[src/rtl/mul_issue_ctrl_pkg.sv]
// Shared types for the RV32M multiply issue controller.
//   mul_funct3_t : funct3 encodings of the MUL family
//   mul_mode_t   : operand signedness (UU / SS / SU)
//   mul_state_t  : issue controller states
package mul_issue_ctrl_pkg;

  typedef enum logic [2:0] {
    F3_MUL    = 3'b000,
    F3_MULH   = 3'b001,
    F3_MULHSU = 3'b010,
    F3_MULHU  = 3'b011
  } mul_funct3_t;

  typedef enum logic [1:0] {
    MODE_UU = 2'd0,
    MODE_SS = 2'd1,
    MODE_SU = 2'd2
  } mul_mode_t;

  typedef enum logic [2:0] {
    ST_IDLE  = 3'd0,
    ST_START = 3'd1,
    ST_BUSY  = 3'd2,
    ST_DRAIN = 3'd3,
    ST_RESP  = 3'd4
  } mul_state_t;

  // Signedness of (rs1, rs2) for a funct3; illegal encodings fall back to UU.
  function automatic mul_mode_t funct3_mode(input logic [2:0] f3);
    case (f3)
      F3_MULH:   return MODE_SS;
      F3_MULHSU: return MODE_SU;
      default:   return MODE_UU;
    endcase
  endfunction

endpackage

[src/rtl/mul_sign_fix.sv]
// Sign handling around the unsigned multiplier.
//   Request side : i_funct3/i_rs1/i_rs2 -> o_mode, o_neg, o_mag_a, o_mag_b
//   Result side  : i_product/i_neg/i_sel_lo -> o_p_fix (corrected 2*XLEN product),
//                  o_word (low word when i_sel_lo, else high word)
module mul_sign_fix
  import mul_issue_ctrl_pkg::*;
#(
  parameter int unsigned XLEN = 32
) (
  input  logic [2:0]        i_funct3,
  input  logic [XLEN-1:0]   i_rs1,
  input  logic [XLEN-1:0]   i_rs2,
  output mul_mode_t         o_mode,
  output logic              o_neg,
  output logic [XLEN-1:0]   o_mag_a,
  output logic [XLEN-1:0]   o_mag_b,
  input  logic [2*XLEN-1:0] i_product,
  input  logic              i_neg,
  input  logic              i_sel_lo,
  output logic [2*XLEN-1:0] o_p_fix,
  output logic [XLEN-1:0]   o_word
);

  logic w_neg_a;
  logic w_neg_b;

  assign o_mode  = funct3_mode(i_funct3);
  assign w_neg_a = (o_mode != MODE_UU) & i_rs1[XLEN-1];
  assign w_neg_b = (o_mode == MODE_SS) & i_rs2[XLEN-1];
  assign o_neg   = w_neg_a ^ w_neg_b;

  // Most-negative value negates to itself, which is its correct unsigned magnitude.
  assign o_mag_a = w_neg_a ? -i_rs1 : i_rs1;
  assign o_mag_b = w_neg_b ? -i_rs2 : i_rs2;

  assign o_p_fix = i_neg ? -i_product : i_product;
  assign o_word  = i_sel_lo ? o_p_fix[XLEN-1:0] : o_p_fix[2*XLEN-1:XLEN];

endmodule

[src/rtl/mul_issue_ctrl.sv]
// Issue controller for MUL/MULH/MULHSU/MULHU in front of an unsigned multiplier.
//   req_*  : request handshake from execute (valid/ready, funct3, rs1, rs2)
//   resp_* : result handshake back to execute (valid/ready, data)
//   flush  : squash the in-flight request
//   mul_*  : start/ready issue and done/product return to the multiplier
// Illegal funct3, a one-entry product cache and zero operands all answer
// without starting the multiplier.
module mul_issue_ctrl
  import mul_issue_ctrl_pkg::*;
#(
  parameter int unsigned XLEN = 32
) (
  input  logic              clk,
  input  logic              rst,
  input  logic              req_valid,
  output logic              req_ready,
  input  logic [2:0]        req_funct3,
  input  logic [XLEN-1:0]   req_rs1,
  input  logic [XLEN-1:0]   req_rs2,
  output logic              resp_valid,
  input  logic              resp_ready,
  output logic [XLEN-1:0]   resp_data,
  input  logic              flush,
  output logic              mul_start,
  output logic [XLEN-1:0]   mul_multiplicand,
  output logic [XLEN-1:0]   mul_multiplier,
  input  logic              mul_ready,
  input  logic              mul_done,
  input  logic [2*XLEN-1:0] mul_product
);

  mul_state_t        r_state;
  logic              r_req_ready;
  logic              r_resp_valid;
  logic [XLEN-1:0]   r_resp_data;
  logic              r_mul_start;
  logic [XLEN-1:0]   r_mcand;
  logic [XLEN-1:0]   r_mplier;
  logic              r_neg;
  logic              r_is_mul;
  mul_mode_t         r_mode;
  logic [XLEN-1:0]   r_rs1;
  logic [XLEN-1:0]   r_rs2;
  logic              r_c_valid;
  logic [XLEN-1:0]   r_c_rs1;
  logic [XLEN-1:0]   r_c_rs2;
  mul_mode_t         r_c_mode;
  logic [2*XLEN-1:0] r_c_p;

  mul_mode_t         w_mode;
  logic              w_neg;
  logic [XLEN-1:0]   w_mag_a;
  logic [XLEN-1:0]   w_mag_b;
  logic [2*XLEN-1:0] w_p_fix;
  logic [XLEN-1:0]   w_word;
  logic              w_req_is_mul;
  logic              w_illegal;
  logic              w_zero;
  logic              w_hit;
  logic [XLEN-1:0]   w_hit_word;
  logic              w_accept;

  mul_sign_fix #(.XLEN(XLEN)) u_sign_fix (
    .i_funct3  (req_funct3),
    .i_rs1     (req_rs1),
    .i_rs2     (req_rs2),
    .o_mode    (w_mode),
    .o_neg     (w_neg),
    .o_mag_a   (w_mag_a),
    .o_mag_b   (w_mag_b),
    .i_product (mul_product),
    .i_neg     (r_neg),
    .i_sel_lo  (r_is_mul),
    .o_p_fix   (w_p_fix),
    .o_word    (w_word)
  );

  assign w_req_is_mul = (req_funct3 == F3_MUL);
  assign w_illegal    = req_funct3[2];
  assign w_zero       = (req_rs1 == '0) || (req_rs2 == '0);
  // Low word is signedness-independent, so MUL may reuse a product of any mode.
  assign w_hit        = r_c_valid && (req_rs1 == r_c_rs1) && (req_rs2 == r_c_rs2) &&
                        (w_req_is_mul || (w_mode == r_c_mode));
  assign w_hit_word   = w_req_is_mul ? r_c_p[XLEN-1:0] : r_c_p[2*XLEN-1:XLEN];
  assign w_accept     = req_valid && (r_state == ST_IDLE) && !flush;

  // Controller state, handshakes and product cache.
  always_ff @(posedge clk or negedge rst) begin
    if (!rst) begin
      r_state      <= ST_IDLE;
      r_req_ready  <= 1'b1;
      r_resp_valid <= 1'b0;
      r_resp_data  <= '0;
      r_mul_start  <= 1'b0;
      r_mcand      <= '0;
      r_mplier     <= '0;
      r_neg        <= 1'b0;
      r_is_mul     <= 1'b0;
      r_mode       <= MODE_UU;
      r_rs1        <= '0;
      r_rs2        <= '0;
      r_c_valid    <= 1'b0;
      r_c_rs1      <= '0;
      r_c_rs2      <= '0;
      r_c_mode     <= MODE_UU;
      r_c_p        <= '0;
    end else begin
      case (r_state)
        ST_IDLE: begin
          if (w_accept) begin
            r_req_ready <= 1'b0;
            r_neg       <= w_neg;
            r_is_mul    <= w_req_is_mul;
            r_mode      <= w_mode;
            r_rs1       <= req_rs1;
            r_rs2       <= req_rs2;
            if (w_illegal) begin
              r_state      <= ST_RESP;
              r_resp_valid <= 1'b1;
              r_resp_data  <= '0;
            end else if (w_hit) begin
              r_state      <= ST_RESP;
              r_resp_valid <= 1'b1;
              r_resp_data  <= w_hit_word;
            end else if (w_zero) begin
              r_state      <= ST_RESP;
              r_resp_valid <= 1'b1;
              r_resp_data  <= '0;
            end else begin
              r_state     <= ST_START;
              r_mul_start <= 1'b1;
              r_mcand     <= w_mag_a;
              r_mplier    <= w_mag_b;
            end
          end
        end
        ST_START: begin
          // A handshake in the flush cycle leaves a multiply in flight to drain.
          if (flush) begin
            r_mul_start <= 1'b0;
            r_state     <= mul_ready ? ST_DRAIN : ST_IDLE;
            r_req_ready <= !mul_ready;
          end else if (mul_ready) begin
            r_mul_start <= 1'b0;
            r_state     <= ST_BUSY;
          end
        end
        ST_BUSY: begin
          if (flush) begin
            r_state <= ST_DRAIN;
          end else if (mul_done) begin
            r_state      <= ST_RESP;
            r_resp_valid <= 1'b1;
            r_resp_data  <= w_word;
            r_c_valid    <= 1'b1;
            r_c_rs1      <= r_rs1;
            r_c_rs2      <= r_rs2;
            r_c_mode     <= r_mode;
            r_c_p        <= w_p_fix;
          end
        end
        ST_DRAIN: begin
          if (mul_done) begin
            r_state     <= ST_IDLE;
            r_req_ready <= 1'b1;
          end
        end
        ST_RESP: begin
          if (resp_ready || flush) begin
            r_state      <= ST_IDLE;
            r_req_ready  <= 1'b1;
            r_resp_valid <= 1'b0;
          end
        end
        default: begin
          r_state     <= ST_IDLE;
          r_req_ready <= 1'b1;
        end
      endcase
    end
  end

  assign req_ready        = r_req_ready;
  assign resp_valid       = r_resp_valid;
  assign resp_data        = r_resp_data;
  assign mul_start        = r_mul_start;
  assign mul_multiplicand = r_mcand;
  assign mul_multiplier   = r_mplier;

endmodule

[config.mk]
export PLATFORM = sky130hd
export DESIGN_NAME = mul_issue_ctrl
export DESIGN_NICKNAME = d
export VERILOG_FILES = /design/src/rtl/mul_issue_ctrl_pkg.sv /design/src/rtl/mul_sign_fix.sv /design/src/rtl/mul_issue_ctrl.sv
export SDC_FILE = /design/constraint.sdc
export NUM_CORES = 1
export LEC_CHECK = 0
export CORE_ASPECT_RATIO = 1.4
export CORE_UTILIZATION = 50
export DETAILED_ROUTE_END_ITERATION = 10
export DONT_BUFFER_PORTS = 1
export HOLD_SLACK_MARGIN = 0.03
export REMOVE_ABC_BUFFERS = 1
export SLEW_MARGIN = 15
export SYNTH_ARGS = -nofsm -noshare
export SYNTH_HDL_FRONTEND = slang
export SYNTH_SLANG_ARGS = --single-unit
[constraint.sdc]
create_clock -name clk -period 3.3 [get_ports clk]
set_clock_uncertainty 0.1 [all_clocks]
set_input_delay 0.825 -clock clk [delete_from_list [all_inputs] [get_ports clk]]
set_output_delay 0.825 -clock clk [all_outputs]
set_load 0.02 [all_outputs]
==> impl_metrics.py, run 1 <==
metrics = {
    "route": {
        "dr_wl_met3_um": 2690,
        "via_count": 11900,
        "dr.pass1.iters": 5,
        "wl_met1_um": 16900,
        "antenna_left": 0,
        "routedWlPerCell_um": 22.3,
        "routed-wl-met2_um": 24100,
        "top_layer": "met4",
        "remaining_drc_errors": 0,
        "drtIter0Drc": 650,
        "vias_per_cell": 5.89,
        "wl_um": 45100,
    },
    "outcome": {
        "status": "complete, but fails checks",
        "violations": "hold timing",
    },
    "floorplanning": {
        "io-pin-count": 237,
        "core_um2": 31900,
        "die_area_um2": 33400,
        "die_w_um": 155,
        "initial_core_util_pct": 51.2,
        "rows": 77,
        "die_h_um": 216,
    },
    "global_route": {
        "grtUsageTotal_pct": 27.3,
        "grt_pass1_vias": 12300,
        "grt_pass1_wl_um": 70600,
        "grt_overflow": 0,
        "grt_max_degree": 302,
        "antenna_found_initial": 0,
    },
    "placement": {
        "dpl.cell_count": 1963,
        "dp_hpwl_um": 32300,
        "gp_congestion": 0.914,
        "port_buffers": 0,
    },
    "critical_path": {
        "critical_path.startpoint_type": "flop",
        "end_kind": "flop",
        "critPathMaxFanout": 23,
        "path_class": "reg2reg",
        "arrival_ns": 3.56,
        "worstPathRequired_ns": 3.65,
    },
    "sta": {
        "final.period_utilization_pct": 97.1,
        "max_freq_ghz": 0.312,
        "hold_violations": 186,
        "whs_ns": -0.146,
        "worst_slew_pin_slew_ns": 1.00,
        "setup_viol": 0,
        "rsz0062_at_grt": "no",
        "slew_violations": 0,
        "period_minus_slack_ns": 3.20,
        "slew-limit-headroom_pct": 33.1,
    },
    "synth": {
        "ys_warn_count": 0,
        "ys_types": 63,
        "synth_top_area_share_pct": 46.0,
        "synthCells": 1512,
        "syn_area_um2": 16300,
        "yosysSeqAreaShare_pct": 46.1,
        "synth.most_common_cell": "dfrtp_1",
        "yosys-top-cells-count": "dfrtp_1 (300), mux2_2 (224), nand2_1 (103), o21ai_0 (96), xor2_1 (88)",
        "synth_ff_type": "dfrtp_1",
        "synth-edff-count": 0,
        "synth_area_leaders": "dfrtp_1 (46%), mux2_2 (15%), xor2_1 (4.7%)",
        "avgSynthCellArea_um2": 10.8,
        "synth.ff_latch_count": 301,
        "async_reset_ff_share_pct": 100,
        "synth_area_leader_cell": "dfrtp_1",
    },
    "pwr": {
        "p_seq_share_pct": 44.6,
        "power_density_nw_per_um2": 908,
        "power_w": 0.0168,
        "p_comb_share_pct": 32.9,
        "p_sw_share_pct": 35.7,
        "internal_power_w": 0.0108,
        "leakagePower_nw": 7.66,
        "peakVddDrop_v": 0.000687,
        "p_clk_share_pct": 22.5,
        "p_sw_w": 0.00601,
    },
    "clock_tree": {
        "clk_latency_ns": 0.58,
        "clock_sinks": 301,
        "cts_max_level": 1,
        "clockBufferDepth": 3,
        "cts_root_buffer": "clkbuf_16",
        "cts_tree": "yes",
        "clkTransAtPathRegs_ns": 0.06,
        "post-cts-setup-buffer-count": 0,
        "cts_buffers": 31,
    },
    "finish": {
        "finalNonFillerCells": 2021,
        "layout-drive-gt1-share_pct": 25.8,
        "n_antenna_cell": 0,
        "syn_to_final_growth_pct": 13.5,
        "nFillCells": 2762,
        "fin_nets": 1703,
    },
    "flow_run": {
        "maxCapViolCount": 0,
    },
    "worst_hold_path": {
        "hold_path_class": "in2async",
    },
}
[registers in the layout, indices dropped and copies added, names as in the netlist]
| name | count |
|---|---|
| r_c_p | 64 |
| mul_multiplicand | 32 |
| mul_multiplier | 32 |
| r_c_rs1 | 32 |
| r_c_rs2 | 32 |
| r_rs1 | 32 |
| r_rs2 | 32 |
| resp_data | 32 |
| r_state | 3 |
| r_c_mode | 2 |
| r_mode | 2 |
| mul_start | 1 |
| r_c_valid | 1 |
| r_is_mul | 1 |
| r_neg | 1 |
| req_ready | 1 |
| resp_valid | 1 |
[placed cells by master (no fill, tap or decap), types with 4 or more instances in the layout]
| master | instances |
|---|---|
| a21boi_0 | 4 |
| a21o_1 | 4 |
| a21oi_1 | 34 |
| and3_1 | 5 |
| buf_12 | 9 |
| buf_4 | 96 |
| bufinv_16 | 4 |
| clkbuf_16 | 31 |
| clkbuf_8 | 11 |
| clkinv_2 | 5 |
| dfrtp_1 | 299 |
| inv_1 | 26 |
| mux2_2 | 224 |
| mux2i_1 | 45 |
| nand2_1 | 103 |
| nand2b_1 | 63 |
| nand3_1 | 21 |
| nand4_1 | 34 |
| nor2_1 | 51 |
| nor3_1 | 30 |
| nor3b_1 | 4 |
| nor4_1 | 21 |
| nor4b_1 | 5 |
| o2111ai_1 | 6 |
| o211ai_1 | 8 |
| o21ai_0 | 96 |
| o221ai_1 | 17 |
| o31ai_1 | 34 |
| o41ai_1 | 22 |
| or2_2 | 9 |
| or3_1 | 20 |
| or4_1 | 18 |
| xnor2_1 | 79 |
| xor2_1 | 88 |
[through the flow]
| step | hold slack (ns) | utilization [%] | instance area [µm²] | TNS (ns) | setup slack [ns] |
|---|---|---|---|---|---|
| floorplan | 0.349 | - | 15900 | -929.92 | -5.26 |
| CTS | -0.172 | 58.1 | 18500 | 0 | 0.0927 |
| global route | -0.169 | 58.1 | 18500 | 0 | 0.00182 |
| finish | -0.146 | 58.1 | 18500 | 0 | 0.0955 |
| global placement | 0.360 | 54.6 | 17400 | -30.18 | -0.349 |
| detailed placement | 0.365 | 54.6 | 17400 | -29.92 | -0.358 |
[worst paths after layout]
| path | startpoint | end | slack, ns | cells past startpoint |
|---|---|---|---|---|
| setup / recovery | r_c_rs1[27] | resp_data[7] | 0.1 | 8 |
| hold / removal | rst | r_c_p[37] | -0.15 | 0 |
| setup reg to reg | r_c_rs1[27] | resp_data[7] | 0.1 | 8 |
| hold reg to reg | r_c_p[63] | r_c_p[63] | 0.38 | 1 |
| max in group asynchronous | rst | r_c_p[41] | 2.51 | 0 |
| min in group clk | req_rs1[3] | r_rs1[3] | 0.29 | 1 |
[worst max-delay path, cell delays in order (launching register included)]
cell	delay (ns)
dfrtp_1	0.39
xor2_1	0.19
a221o_1	0.28
or4_1	0.53
or3_1	0.38
or3_4	0.44
a21oi_4	0.19
buf_12	0.22
mux2_2	0.35
[kinds of logic (layout without fill, tap and decap cells)]
group,count (synthesis),after routing,synth area share (%)
flops,301,301,46.1
simple gates,404,404,13.3
fa+ha+maj,3,3,0.230
mux,269,269,18.2
compound gates,252,252,10.1
buf+inv,116,191,3.12
xor+xnor,167,167,8.96
[what timing repair did]
action	in CTS	in global routing
endpoints found under the hold margin	301	300
endpoints found under the setup margin	0	1
resized for setup	0	1
[per-layer routing]
metal	track usage [%]	up-vias
li1	-	5554
met3	5.84	76
met1	31.0	5992
met5	0	-
met4	9.70	0
met2	50.2	291
[power groups by stage]
stage	combinational, W	clock, W	sequential [W]
2_1_floorplan	0.00409	0	0.00721
3_3_place_gp	0.00544	0	0.00751
3_5_place_dp	0.00557	0	0.00759
4_1_cts	0.00560	0.00387	0.00753
5_1_grt	0.00607	0.00400	0.00775
6_report	0.00554	0.00378	0.00751
[layout make-up]
class / count / area (µm²) / area share [%]
Clock inverter: 14 / 185 / 0.999
Timing Repair Buffer: 106 / 912 / 4.92
Inverter: 27 / 101 / 0.547
Sequential cell: 301 / 7530 / 40.7
Multi-Input combinational cell: 1095 / 8320 / 44.9
Tap cell: 434 / 543 / 2.93
Clock buffer: 44 / 935 / 5.04
(Power assumes the default switching activity.)
==> inputs of run 2 (changes only) <==
--- a/config.mk
+++ b/config.mk
@@ -10,7 +10,6 @@
 export DETAILED_ROUTE_END_ITERATION = 10
 export DONT_BUFFER_PORTS = 1
 export HOLD_SLACK_MARGIN = 0.03
-export REMOVE_ABC_BUFFERS = 1
 export SLEW_MARGIN = 15
 export SYNTH_ARGS = -nofsm -noshare
 export SYNTH_HDL_FRONTEND = slang
==> run 2 against run 1 <==
  * The flow still finishes with violations (hold timing)
  * Sequential share of layout area decreased by 0.60 points
  * Worst hold slack got worse by 0.015 ns
  * Via count hardly changed
  * Total power grew 2.5%
  * Die area is the same
  * Combinational power grew 5.2%
  * Cell area is 1.5% higher
  * Sequential power fell by 0.5%
  * Global-route usage grew 0.64 points
  * Worst setup slack lost 0.0024 ns
  * Non-clock buffer count is 12 higher
  * Critical endpoint is now resp_data[14]
==> impl_metrics.py, run 2 (same netlist as run 1, synthesis figures left out) <==
metrics = {
    "global_route": {
        "antenna_found_initial": 0,
        "grt_overflow": 0,
        "grt_pass1_vias": 12500,
        "grtUsageTotal_pct": 28.0,
        "grt_max_degree": 302,
        "grt_pass1_wl_um": 72000,
    },
    "critical_path": {
        "arrival_ns": 3.56,
        "path_class": "reg2reg",
        "critPathMaxFanout": 14,
        "end_kind": "flop",
        "critical_path.startpoint_type": "flop",
        "worstPathRequired_ns": 3.66,
    },
    "synth": {
        "syn-num-nets": 1653,
    },
    "route": {
        "remaining_drc_errors": 0,
        "via_count": 11900,
        "antenna_left": 0,
        "dr.pass1.iters": 4,
        "drtIter0Drc": 644,
        "routedWlPerCell_um": 22.9,
        "vias_per_cell": 5.86,
        "wl_um": 46500,
    },
    "sta": {
        "setup_viol": 0,
        "hold_violations": 202,
        "rsz0062_at_grt": "no",
        "slew_violations": 0,
        "worst_slew_pin_slew_ns": 0.773,
        "final.period_utilization_pct": 97.2,
        "slew-limit-headroom_pct": 48.5,
        "max_freq_ghz": 0.312,
        "whs_ns": -0.162,
        "period_minus_slack_ns": 3.21,
    },
    "floorplanning": {
        "die_w_um": 155,
        "rows": 77,
        "io-pin-count": 237,
        "initial_core_util_pct": 51.2,
        "core_um2": 31900,
        "die_h_um": 216,
        "die_area_um2": 33400,
    },
    "pwr": {
        "peakVddDrop_v": 0.000528,
        "power_density_nw_per_um2": 917,
        "leakagePower_nw": 7.79,
    },
    "clock_tree": {
        "clock_sinks": 301,
        "cts_tree": "yes",
        "clk_latency_ns": 0.58,
        "cts_max_level": 1,
        "cts_root_buffer": "clkbuf_16",
        "cts_buffers": 31,
        "clockBufferDepth": 3,
        "clkTransAtPathRegs_ns": 0.06,
    },
    "flow_run": {
        "maxCapViolCount": 0,
    },
    "placement": {
        "dp_hpwl_um": 34100,
        "port_buffers": 0,
        "gp_congestion": 0.940,
        "dpl.cell_count": 1970,
    },
    "worst_hold_path": {
        "hold_path_class": "in2async",
    },
    "finish": {
        "layout_commonest_cell": "dfrtp_1",
        "finalNonFillerCells": 2033,
        "largest_reg_flops": 64,
        "fin_nets": 1715,
        "layout_common_cells": "dfrtp_1 (299), mux2_2 (211), nand2_1 (103), buf_4 (103), o21ai_0 (96)",
        "syn_to_final_growth_pct": 15.2,
        "n_antenna_cell": 0,
        "largest-register": "r_c_p",
        "layout-drive-gt1-share_pct": 26.6,
    },
    "outcome": {
        "status": "complete, but fails checks",
        "violations": "hold timing",
    },
}
-- run 2: cell types whose count changed in the layout (fill, tap and decap cells not counted), sizes merged --
cell and change:
buf +11, clkbuf -4, bufinv +3, clkinvlp +2
-- run 2: critical path: stages, from the launching register on --
cell and delay [ns]:
dfrtp_1 0.41, xnor2_2 0.30, nand4_1 0.23, or4_4 0.46, or3_1 0.33, or3_4 0.38, a21oi_4 0.21, buf_4 0.16
buf_12 0.15, mux2_2 0.35
-- run 2: metal layers --
metal	routed length [µm]	global-route usage, %	vias up
li1	-	-	5571
met1	16300	29.2	5945
met2	25300	53.6	308
met3	2970	6.10	94
met4	1920	10.8	0
met5	0	0	-
-- run 2: repair_timing --
| action | CTS | global route |
|---|---|---|
| setup buffers | 0 | 4 |
| hold endpoints to repair | 301 | 300 |
| endpoints found under the setup margin | 21 | 10 |
| cloned | 0 | 1 |
| resized for setup | 1 | 1 |
| pin swaps | 0 | 4 |
-- run 2: per-stage QoR --
| step | TNS [ns] | total power, W | utilization, % | setup WS (ns) | cell area, µm² |
|---|---|---|---|---|---|
| final | 0 | 0.0172 | 59.0 | 0.0930 | 18800 |
| after detailed placement | -41.96 | 0.0134 | 55.1 | -0.508 | 17600 |
| after global routing | 0 | 0.0182 | 59.0 | 0.0290 | 18800 |
| after CTS | 0 | 0.0174 | 58.8 | 0.0777 | 18700 |
| after floorplan | -0.409 | 0.0115 | - | -0.0217 | 16400 |
| after global placement | -44.70 | 0.0132 | 55.1 | -0.532 | 17600 |
-- run 2: cell type report --
cell class / instances / area (µm²)
Timing Repair Buffer: 118 / 1070
Tap cell: 434 / 543
Sequential cell: 301 / 7530
Fill cell: 2726 / 13100
Multi-Input combinational cell: 1095 / 8400
Inverter: 27 / 101
Clock inverter: 19 / 294
Clock buffer: 39 / 866
-- run 2: worst paths after layout --
check	slack [ns]	cells past startpoint	to	from
max reg2reg	0.09	9	resp_data[14]	r_c_rs2[10]
max in group asynchronous	2.60	0	mul_multiplier[15]	rst
min in group clk	0.29	2	mul_multiplier[31]	req_rs2[31]
min reg2reg	0.38	1	r_c_p[63]	r_c_p[63]
min	-0.16	0	resp_data[31]	rst
max	0.09	9	resp_data[14]	r_c_rs2[10]
-- run 2: power breakdown --
group | internal, W | switching [W] | total, W
clock | 0.00241 | 0.00154 | 0.00395
sequential | 0.00553 | 0.00194 | 0.00747
combinational | 0.00314 | 0.00268 | 0.00583
total | 0.0111 | 0.00617 | 0.0172
==> inputs of run 3 (changes only) <==
--- a/config.mk
+++ b/config.mk
@@ -6,10 +6,11 @@
 export NUM_CORES = 1
 export LEC_CHECK = 0
 export CORE_ASPECT_RATIO = 1.4
+export CORE_MARGIN = 2
 export CORE_UTILIZATION = 50
 export DETAILED_ROUTE_END_ITERATION = 10
-export DONT_BUFFER_PORTS = 1
-export HOLD_SLACK_MARGIN = 0.03
+export HOLD_SLACK_MARGIN = 0.1
+export PLACE_DENSITY = 0.74
 export SLEW_MARGIN = 15
 export SYNTH_ARGS = -nofsm -noshare
 export SYNTH_HDL_FRONTEND = slang
==> run 3 against run 2 <==
  * The flow now finishes without violations
  * Cell count is 22% higher
  * Clock power hardly changed
  * Via count is 18% higher
  * Total power is 13% higher
  * Critical path depth is 1 higher
  * Critical path type is now in2reg
  * Critical endpoint unchanged
==> impl_metrics.py, run 3 (same netlist as run 1, synthesis figures left out) <==
metrics = {
    "clock_tree": {
        "cts_tree": "yes",
        "clkTransAtPathRegs_ns": 0.06,
        "clk_latency_ns": 0.58,
        "clockBufferDepth": 3,
        "cts_buffers": 31,
        "clock_sinks": 301,
        "cts_root_buffer": "clkbuf_16",
        "cts_max_level": 1,
        "hold_buffers": 0,
    },
    "finish": {
        "layout-drive-gt1-share_pct": 31.9,
        "fin_area_um2": 22900,
        "final_util_pct": 71.0,
        "layout_common_cells": "dfrtp_1 (299), buf_4 (299), clkdlybuf4s50_1 (222), mux2_2 (211), nand2_1 (102)",
        "fin_nets": 2153,
        "n_antenna_cell": 0,
        "largest_reg_flops": 64,
        "nFillCells": 2366,
        "syn_to_final_growth_pct": 40.4,
        "largest-register": "r_c_p",
    },
    "global_route": {
        "antenna_found_initial": 1,
        "grt_max_degree": 71,
        "grt_pass1_vias": 14700,
        "grt_pass1_wl_um": 79800,
        "grtUsageTotal_pct": 30.1,
        "grt_overflow": 0,
    },
    "sta": {
        "worst_slew_pin_slew_ns": 0.659,
        "rsz0062_at_grt": "yes",
        "hold_violations": 0,
        "final.period_utilization_pct": 98.9,
        "max_freq_ghz": 0.306,
        "slew-limit-headroom_pct": 56.1,
        "setup_viol": 0,
        "period_minus_slack_ns": 3.26,
        "slew_violations": 0,
        "setup_ws_ns": 0.0367,
    },
    "route": {
        "wl_um": 51700,
        "routedWlPerCell_um": 20.9,
        "drtIter0Drc": 754,
        "antenna_left": 0,
        "vias_per_cell": 5.66,
        "dr.pass1.iters": 5,
        "remaining_drc_errors": 0,
        "via_count": 14000,
    },
    "critical_path": {
        "crit_chain": "clkdlybuf4s50_1, or4_4, or3_4, or3_4, o22ai_4, nor3b_2, a21oi_4, buf_12, buf_12, mux2_2",
        "r2r-end": "resp_data[14]",
        "critPathMaxFanout": 8,
        "arrival_ns": 3.61,
        "path_class": "in2reg",
        "critical_path.startpoint_type": "input pin",
        "reg2reg_depth": 9,
        "r2r-start": "r_c_rs1[27]",
        "end_kind": "flop",
        "slowest_stage": "or4_4",
        "r2r_slack_ns": 0.18,
        "worstPathRequired_ns": 3.65,
        "cp_slowest_stage_delay_ns": 0.56,
    },
    "placement": {
        "place_ws_ns": -0.791,
        "gp_congestion": 0.965,
        "dpl-instance-area_um2": 21500,
        "port_buffers": 236,
        "dp_hpwl_um": 38600,
    },
    "outcome": {
        "status": "completed",
    },
    "floorplanning": {
        "core_um2": 32300,
        "die_area_um2": 34100,
        "initial_core_util_pct": 50.6,
        "die_w_um": 157,
        "die_h_um": 218,
        "io-pin-count": 237,
        "rows": 78,
    },
    "pwr": {
        "power_w": 0.0194,
        "leakagePower_nw": 9.77,
        "peakVddDrop_v": 0.000718,
        "power_density_nw_per_um2": 847,
    },
    "synth": {
        "syn-num-nets": 1653,
    },
    "worst_hold_path": {
        "hold_path_class": "in2async",
    },
    "flow_run": {
        "maxCapViolCount": 0,
    },
}
[run 3: where the power goes]
part	internal, W	switching, W	leakage [nW]
logic	0.00463	0.00405	5.50
clock network	0.00244	0.00153	0.565
registers	0.00554	0.00123	3.70
[run 3: what timing repair did]
item / 4_1_cts / 5_1_grt
hold endpoints to repair: 0 / 0
cloned: 3 / 0
buffers inserted: 4 / 3
gates resized for setup: 29 / 16
pin swaps: 12 / 7
setup endpoints to repair: 96 / 40
[run 3: worst max-delay path by stage]
stage / cells past startpoint / to / startpoint / slack (ns)
floorplan: 9 / resp_data[0] / req_rs2[12] / -0.02
global placement: 9 / resp_data[14] / req_rs2[10] / -0.80
detailed placement: 9 / resp_data[17] / req_rs2[10] / -0.79
CTS: 10 / resp_data[26] / mul_product[22] / -0.01
global route: 11 / resp_data[21] / mul_product[23] / -0.01
finish: 10 / resp_data[14] / req_rs2[24] / 0.04
[run 3: stage by stage]
step	std cells	setup TNS [ns]	hold slack, ns
2_1_floorplan	1512	-0.409	0.349
3_3_place_gp	2409	-76.82	0.361
3_5_place_dp	2409	-76.72	0.370
4_1_cts	2472	-0.0104	0.131
5_1_grt	2475	-0.0242	0.149
6_report	2475	0	0.115
[run 3: worst max-delay path, delay by kind of cell]
| family | cells | cell delay, ns |
|---|---|---|
| multiplexers | 1 | 0.34 |
| AND/OR/NAND/NOR | 4 | 1.38 |
| buffers and inverters | 3 | 0.74 |
| AO/OA/AOI/OAI | 2 | 0.33 |
[run 3: cell type report]
cell class,instances,area (µm²),area share [%]
multi-input combinational,1095,8530,37.2
sequential,301,7530,32.9
timing repair buffer,556,5050,22.0
clock inverter,15,259,1.13
tap,440,551,2.40
clock buffer,41,893,3.90
inverter,27,101,0.442
[run 3: metal layers]
metal  global-route usage (%)  vias to the layer above  share of wire (%)
met5                        0                        -              0.017
met4                     15.2                        2                5.4
met3                     3.99                      144                5.2
met2                     56.0                      466                 53
met1                     33.1                     6942                 36
li1                         -                     6454                  -
